### src/rtl/debounce_pkg.sv
// Shared types and defaults for the debounce/synchroniser input stage.
//   db_state_t        : debounce FSM state encoding
//   DB_DEFAULT_CYCLES : default count of equal synced samples to accept a change
//   DB_DEFAULT_SYNC   : default synchroniser depth
//   db_state_level    : settled level implied by a state (stable or pending)
package debounce_pkg;

   typedef enum logic [1:0] {
      STABLE_LO = 2'b00,
      PEND_HI   = 2'b01,
      STABLE_HI = 2'b10,
      PEND_LO   = 2'b11
   } db_state_t;

   localparam int DB_DEFAULT_CYCLES = 4;
   localparam int DB_DEFAULT_SYNC   = 2;

   // Level currently presented on q_level while in the given state.
   function automatic logic db_state_level(input db_state_t st);
      logic lvl;
      case (st)
         STABLE_HI, PEND_LO: lvl = 1'b1;
         default:            lvl = 1'b0;
      endcase
      return lvl;
   endfunction

endpackage

### src/rtl/sync_chain.sv
// Multi-flop synchroniser for a single asynchronous level.
//   clk   : destination clock
//   reset : asynchronous active-high reset, clears every stage to 0
//   d_i   : asynchronous input level
//   q_o   : synchronised level, STAGES clock edges after capture
module sync_chain #(
   parameter int STAGES = 2
) (
   input  logic clk,
   input  logic reset,
   input  logic d_i,
   output logic q_o
);

   logic [STAGES-1:0] sync_q;

   // Shift register; stage 0 is the metastability-catching flop.
   always_ff @(posedge clk or posedge reset) begin
      if (reset) begin
         sync_q <= '0;
      end else begin
         sync_q <= {sync_q[STAGES-2:0], d_i};
      end
   end

   assign q_o = sync_q[STAGES-1];

endmodule

### src/rtl/debounce_sync.sv
// Input conditioning: synchronise an asynchronous level into clk, then debounce.
//   clk        : rising-edge clock
//   reset      : asynchronous active-high reset
//   d_in       : raw asynchronous level
//   q_level    : debounced synchronised level (registered)
//   rise_pulse : one-cycle strobe when q_level goes 0->1 (registered)
//   fall_pulse : one-cycle strobe when q_level goes 1->0 (registered)
module debounce_sync
   import debounce_pkg::*;
#(
   parameter int SYNC_STAGES     = DB_DEFAULT_SYNC,
   parameter int DEBOUNCE_CYCLES = DB_DEFAULT_CYCLES
) (
   input  logic clk,
   input  logic reset,
   input  logic d_in,
   output logic q_level,
   output logic rise_pulse,
   output logic fall_pulse
);

   localparam int unsigned CNT_W = $clog2(DEBOUNCE_CYCLES + 1);
   localparam logic [CNT_W-1:0] CNT_LAST = CNT_W'(DEBOUNCE_CYCLES - 1);
   localparam logic [CNT_W-1:0] CNT_ONE  = CNT_W'(1);

   logic             s;
   db_state_t        state_q, state_d;
   logic [CNT_W-1:0] cnt_q, cnt_d;
   logic             level_q, level_d;
   logic             rise_q, rise_d;
   logic             fall_q, fall_d;

   sync_chain #(
      .STAGES (SYNC_STAGES)
   ) u_sync (
      .clk   (clk),
      .reset (reset),
      .d_i   (d_in),
      .q_o   (s)
   );

   // State, counter and all outputs registered together.
   always_ff @(posedge clk or posedge reset) begin
      if (reset) begin
         state_q <= STABLE_LO;
         cnt_q   <= '0;
         level_q <= 1'b0;
         rise_q  <= 1'b0;
         fall_q  <= 1'b0;
      end else begin
         state_q <= state_d;
         cnt_q   <= cnt_d;
         level_q <= level_d;
         rise_q  <= rise_d;
         fall_q  <= fall_d;
      end
   end

   // Next-state: cnt counts consecutive synced samples disagreeing with the
   // settled level; any agreeing sample abandons the pending change.
   always_comb begin
      state_d = state_q;
      cnt_d   = cnt_q;
      level_d = level_q;
      rise_d  = 1'b0;
      fall_d  = 1'b0;
      case (state_q)
         STABLE_LO: begin
            if (s) begin
               state_d = PEND_HI;
               cnt_d   = CNT_ONE;
            end
         end
         PEND_HI: begin
            if (!s) begin
               state_d = STABLE_LO;
               cnt_d   = '0;
            end else if (cnt_q == CNT_LAST) begin
               state_d = STABLE_HI;
               cnt_d   = '0;
               level_d = 1'b1;
               rise_d  = 1'b1;
            end else begin
               cnt_d = cnt_q + CNT_ONE;
            end
         end
         STABLE_HI: begin
            if (!s) begin
               state_d = PEND_LO;
               cnt_d   = CNT_ONE;
            end
         end
         PEND_LO: begin
            if (s) begin
               state_d = STABLE_HI;
               cnt_d   = '0;
            end else if (cnt_q == CNT_LAST) begin
               state_d = STABLE_LO;
               cnt_d   = '0;
               level_d = 1'b0;
               fall_d  = 1'b1;
            end else begin
               cnt_d = cnt_q + CNT_ONE;
            end
         end
         default: begin
            // Corrupted encoding: fall back to the reset state.
            state_d = STABLE_LO;
            cnt_d   = '0;
            level_d = db_state_level(STABLE_LO);
         end
      endcase
   end

   assign q_level    = level_q;
   assign rise_pulse = rise_q;
   assign fall_pulse = fall_q;

endmodule

### config.mk
export PLATFORM = sky130hd
export DESIGN_NAME = debounce_sync
export DESIGN_NICKNAME = d
export VERILOG_FILES = /design/src/rtl/debounce_pkg.sv /design/src/rtl/sync_chain.sv /design/src/rtl/debounce_sync.sv
export SDC_FILE = /design/constraint.sdc
export NUM_CORES = 1
export LEC_CHECK = 0
export CELL_PAD_IN_SITES_DETAIL_PLACEMENT = 1
export CELL_PAD_IN_SITES_GLOBAL_PLACEMENT = 2
export CORE_AREA = 2 2 39 41
export CTS_CLUSTER_SIZE = 40
export DETAILED_ROUTE_END_ITERATION = 10
export DIE_AREA = 0 0 41 43
export HOLD_SLACK_MARGIN = 0.05
export PLACE_DENSITY = 0.66
export SYNTH_ARGS = -nofsm -noshare
export SYNTH_HDL_FRONTEND = slang
export SYNTH_SLANG_ARGS = --single-unit
### constraint.sdc
create_clock -name clk -period 3.39 [get_ports clk]
set_input_delay 0.339 -clock clk [delete_from_list [all_inputs] [get_ports clk]]
set_output_delay 0.339 -clock clk [all_outputs]
set_load 0.02 [all_outputs]
# ---- Word-level counts from Yosys, hierarchy flattened
# Cells that the tools add are included.
dict set report classes {
  add_sub_neg 1
  n_mul 0
  n_div 0
  magnitude_cmp 0
  eq_ne 12
  shift 0
  n_mux 23
  bitwise_logic 0
  reduce_logical 5
}
# cell n
set op_table {}
lappend op_table {{two-way mux 3 bit} 5}
lappend op_table {{two-way mux 2 bit} 6}
lappend op_table {{case mux 3 bit (4 select lines)} 1}
lappend op_table {{two-way mux 1 bit} 9}
lappend op_table {{inequality test 2 bit (second input constant)} 4}
lappend op_table {{case mux 2 bit (4 select lines)} 1}
lappend op_table {{AND reduction 5 bit} 1}
lappend op_table {{== test 2 bit (second input constant)} 2}
lappend op_table {{inequality test 2 x 1 -> 1 bit (second input constant)} 2}
lappend op_table {{AND reduction 4 bit} 1}
lappend op_table {{adder 3 x 1 -> 3 bit (second input constant)} 1}
lappend op_table {{== test 3 x 2 -> 1 bit (second input constant)} 1}
lappend op_table {{inequality test 3 x 2 -> 1 bit (second input constant)} 1}
lappend op_table {{inequality test 3 bit (second input constant)} 1}
lappend op_table {{== test 2 x 1 -> 1 bit (second input constant)} 1}
lappend op_table {{zero test 2 bit} 1}
lappend op_table {{case mux 1 bit (2 select lines)} 1}
lappend op_table {{AND reduction 2 bit} 1}
lappend op_table {{nonzero test 2 bit} 1}
dict set report totals {
  register_bits 10
  latch_bits 0
  mem_bits_rw 0
  rom_bits 0
  out_inout_bits 3
  n_memories 0
}

# ---- Depth between registers and ports, before layout
dict set report logic_depth {
  ltp_word 4
  depth_mapped 4
  mapped_depth_nobuf 4
}

# ---- Hierarchy
# Synthesis repeated with hierarchy kept, for this count alone.
dict set report hier_totals {
  cells_unflattened 35
  area_unflattened_um2 411.6
}
# mod instances cells_per_inst area_per_inst_um2 seq_area_each_um2
set modules_own_cells {}
lappend modules_own_cells {debounce_sync 1 32 357.8 200.2}
lappend modules_own_cells {sync_chain 1 3 53.8 50.0}

# ---- Worst setup path before layout
# No wires, ideal clock.
dict set report synth_path {
  path_type {reg-to-reg}
  startpoint {reg cnt_q[0]}
  endpoint {reg with a tool-made name}
  setup_ns 0.125
  arrival_ns 1.052
  t_required_ns 3.265
  setup_slack_ns 2.213
  stages_incl_launch_ff 4
  path_buffers 0
  period_less_slack_ns 1.177
  cell_sequence {dfrtp_1 > ha_1 > nand3b_1 > mux2_2}
}
# item line_no
set synth_lines {}
lappend synth_lines {{start: declaration} debounce_sync.sv:28} ;# logic [CNT_W-1:0] cnt_q, cnt_d;
lappend synth_lines {{start signal: assignment} debounce_sync.sv:52} ;# cnt_q <= cnt_d;

# ---- Final worst setup path
dict set report layout_path {
  startpoint {reg level_q (netlist: q_level)}
  endpoint {out q_level}
}
# item line_no
set layout_lines {}
lappend layout_lines {{start: declaration} debounce_sync.sv:29} ;# logic level_q, level_d;
lappend layout_lines {{start signal: assignment} debounce_sync.sv:53} ;# level_q <= level_d;
lappend layout_lines {{end: declaration} debounce_sync.sv:17} ;# output logic q_level,
# No word-level cell between the ends.

==> metrics <==
final setup violation count=0; Hold Vio Cnt, Final=0; Tmin final=1.57 ns; peak supply drop=0.236 mV; Initial Util=between 20% and 30%; Layout Skew=0.00207 ns; startpoint types=flip-flop; Compound-Gate Fraction of Synth Area=11.4%; Syn Area/Cell=approximately 13 sq um; DR WL/cell=between 10 and 15 um; Synth Area in XOR/XNOR=4.11%; DP Wirelength=around 540 um; Yosys top cell by area=dfrtp_1; maxcap violations=0; setup TNS=0 ns; Worst setup EP type=output port; initial antenna violation count=0; die area=1760 sq um; Root Buffer=clkbuf_4; total CTS buffers=3; Worst Path Class, Setup=reg2out; Syn-to-layout area delta=26.9%; met2 GRT Util=14.4%; post-route cell area=502 sq um; WHS=0.360 ns; TritonRoute pass-1 iters=3; CP max FO=3; Synth area leaders=dfrtp_1, xor2_2, o21ai_0; DR DRC count=0; RSZ-0062 raised after global routing=no; GRT Overall Usage=10.8%; H-tree Lvls=1; share of layout cells above drive strength 1=17.9%; core area=1380 sq um; Rows=14; GR Layer Usage met3=about 1.6%; yosys warns=0; # resized after CTS=0; Clk pin slew, worst setup/hold paths=around 0.070 ns; CP max stage delay=0.61 ns; Yosys cell types=16; GPL Wtd Cong=roughly 0.66; post-CTS setup buffer count=0; area share of the largest cell type after synthesis=63.3%; worst path arrival time=1.23 ns; GRT overflow=0; cells after synthesis=30; fmax=approximately 640 MHz; adder-cell share of the synthesized area=3.16%; Post-Syn Area=roughly 400 sq um; Post-DRT Antenna Nets=0; CTS tree=built; pwr dens=737 nW/um^2; Critical Path RT=3.05 ns; Leak=0.000223 uW; Reg2Reg Depth=3; vias in the first global route=283; crit-path leading delay family=buffers and inverters; main combinational cell family by area after synthesis=simple AND/OR/NAND/NOR gates; drt initial violations=1; pin count of the biggest net entering global routing=11; IO buf count=5; Least-Margin Pin Slew=~0.38 ns; Tightest Hold Check Type=reg2reg; routed vias/inst=around 4.8; Slew HR=between 70% and 80%; Post-CTS Hold Fix Bufs=0; hold path cells=0; sequential element share of the synthesized area=63.3%; Sink Count=10; crit-path cells=clkdlybuf4s50_1; number of synthesized register bits=10; end of the worst hold path=u_sync.sync_q[1]$_DFF_PP0_; Syn Nets=34; Top Usage Layer GRT=met1; mux cell area share after synthesis=2.85%; Via Count=264; simple-gate share of the synthesized area=~14%; hold path start=u_sync.sync_q[0]$_DFF_PP0_; Die H=around 43 um; Ant. Diodes=0; R2R Setup Slk=between 2 and 2.5 ns; fill count=155; M1 GR Usage=~15%; status=complete, no violations; maximum clock path buffer count=2; CP max stage cell=clkdlybuf4s50_1; Tcrit/Tclk final=46.3%; DIE WIDTH=41 um; routed wire length=just over 700 um; Placed Area=465 sq um; global-route wire length before repair=1240 um; WP buf/inv=1; max-slew violations=0; clock latency on the worst-skew pair=0.26 ns; Overall Power=370 uW; Ports=6; Final nets=44; worst r2r src=cnt_q[0]$_DFFE_PP0P_
registers in the layout, indices dropped and copies added (netlist names), named ones only:
name,cells
rise_pulse,1
q_level,1
u_sync.sync_q,2
cnt_q,3
state_q,1
fall_pulse,1
Yosys cell counts (all sizes together):
cell and count:
xor2 1, nor2b 1, and3b 1, dfrtp 10, inv 1, nor3b 2
nand3b 1, mux2 1, o21ai 3, nor2 2, a31oi 1, ha 1
a22o 1, o21a 2, and2 1, nand2 1
cell families after synthesis:
family	count (synthesis)
and+or+nand+nor	9
AOI/OAI and AO/OA	7
DFF	10
muxes	1
adders and majority gates	1
xor gates and xnor gates	1
buffers and inverters	1
placed cells by master, fill, tap and decap left out, types with 2 or more instances in the layout:
master | Yosys | routed
o21a_1 | 2 | 2
dfrtp_1 | 10 | 10
nor3b_1 | 2 | 2
o21ai_0 | 3 | 3
clkbuf_4 | 0 | 3
nor2_1 | 2 | 2
clkdlybuf4s50_1 | 0 | 5
per-layer routing:
metal / wire length (um) / up-vias
li1: - / 123
met1: 346 / 137
met2: 358 / 4
met3: 22 / 0
met4: 0 / 0
met5: 0 / -
where the power goes:
part	switching (uW)	total, uW	internal (uW)
Clock	41.0	106	65.2
Sequential	26.6	171	145
Combinational	44.1	92.3	48.1
how the worst max path moves through the flow:
stage	to	cells after the start	from
floorplan	flip-flop	3	cnt_q[0]$_DFFE_PP0P_
global placement	q_level	1	q_level$_DFFE_PP0P_
detailed placement	q_level	1	q_level$_DFFE_PP0P_
CTS	q_level	1	q_level$_DFFE_PP0P_
global route	q_level	1	q_level$_DFFE_PP0P_
finish	q_level	1	q_level$_DFFE_PP0P_
through the flow:
stage / worst slack [ns] / utilization [%] / std cells
5_1_grt: 1.77 / 36.3 / 55
4_1_cts: 1.81 / 36.3 / 55
6_report: 1.82 / 36.3 / 55
3_5_place_dp: 2.10 / 33.6 / 51
3_3_place_gp: 2.11 / 33.6 / 51
2_1_floorplan: 2.21 / - / 30
cell type report:
class | count | area, sq um | area share (%)
flip-flops and latches | 10 | 250 | 49.9
multi-input cells | 19 | 141 | 28.2
repair buffers | 5 | 50.0 | 9.98
clock buffers | 4 | 36.3 | 7.23
well taps | 16 | 20.0 | 3.99
inverters | 1 | 3.75 | 0.748
Power figures use the tool's default switching activity.
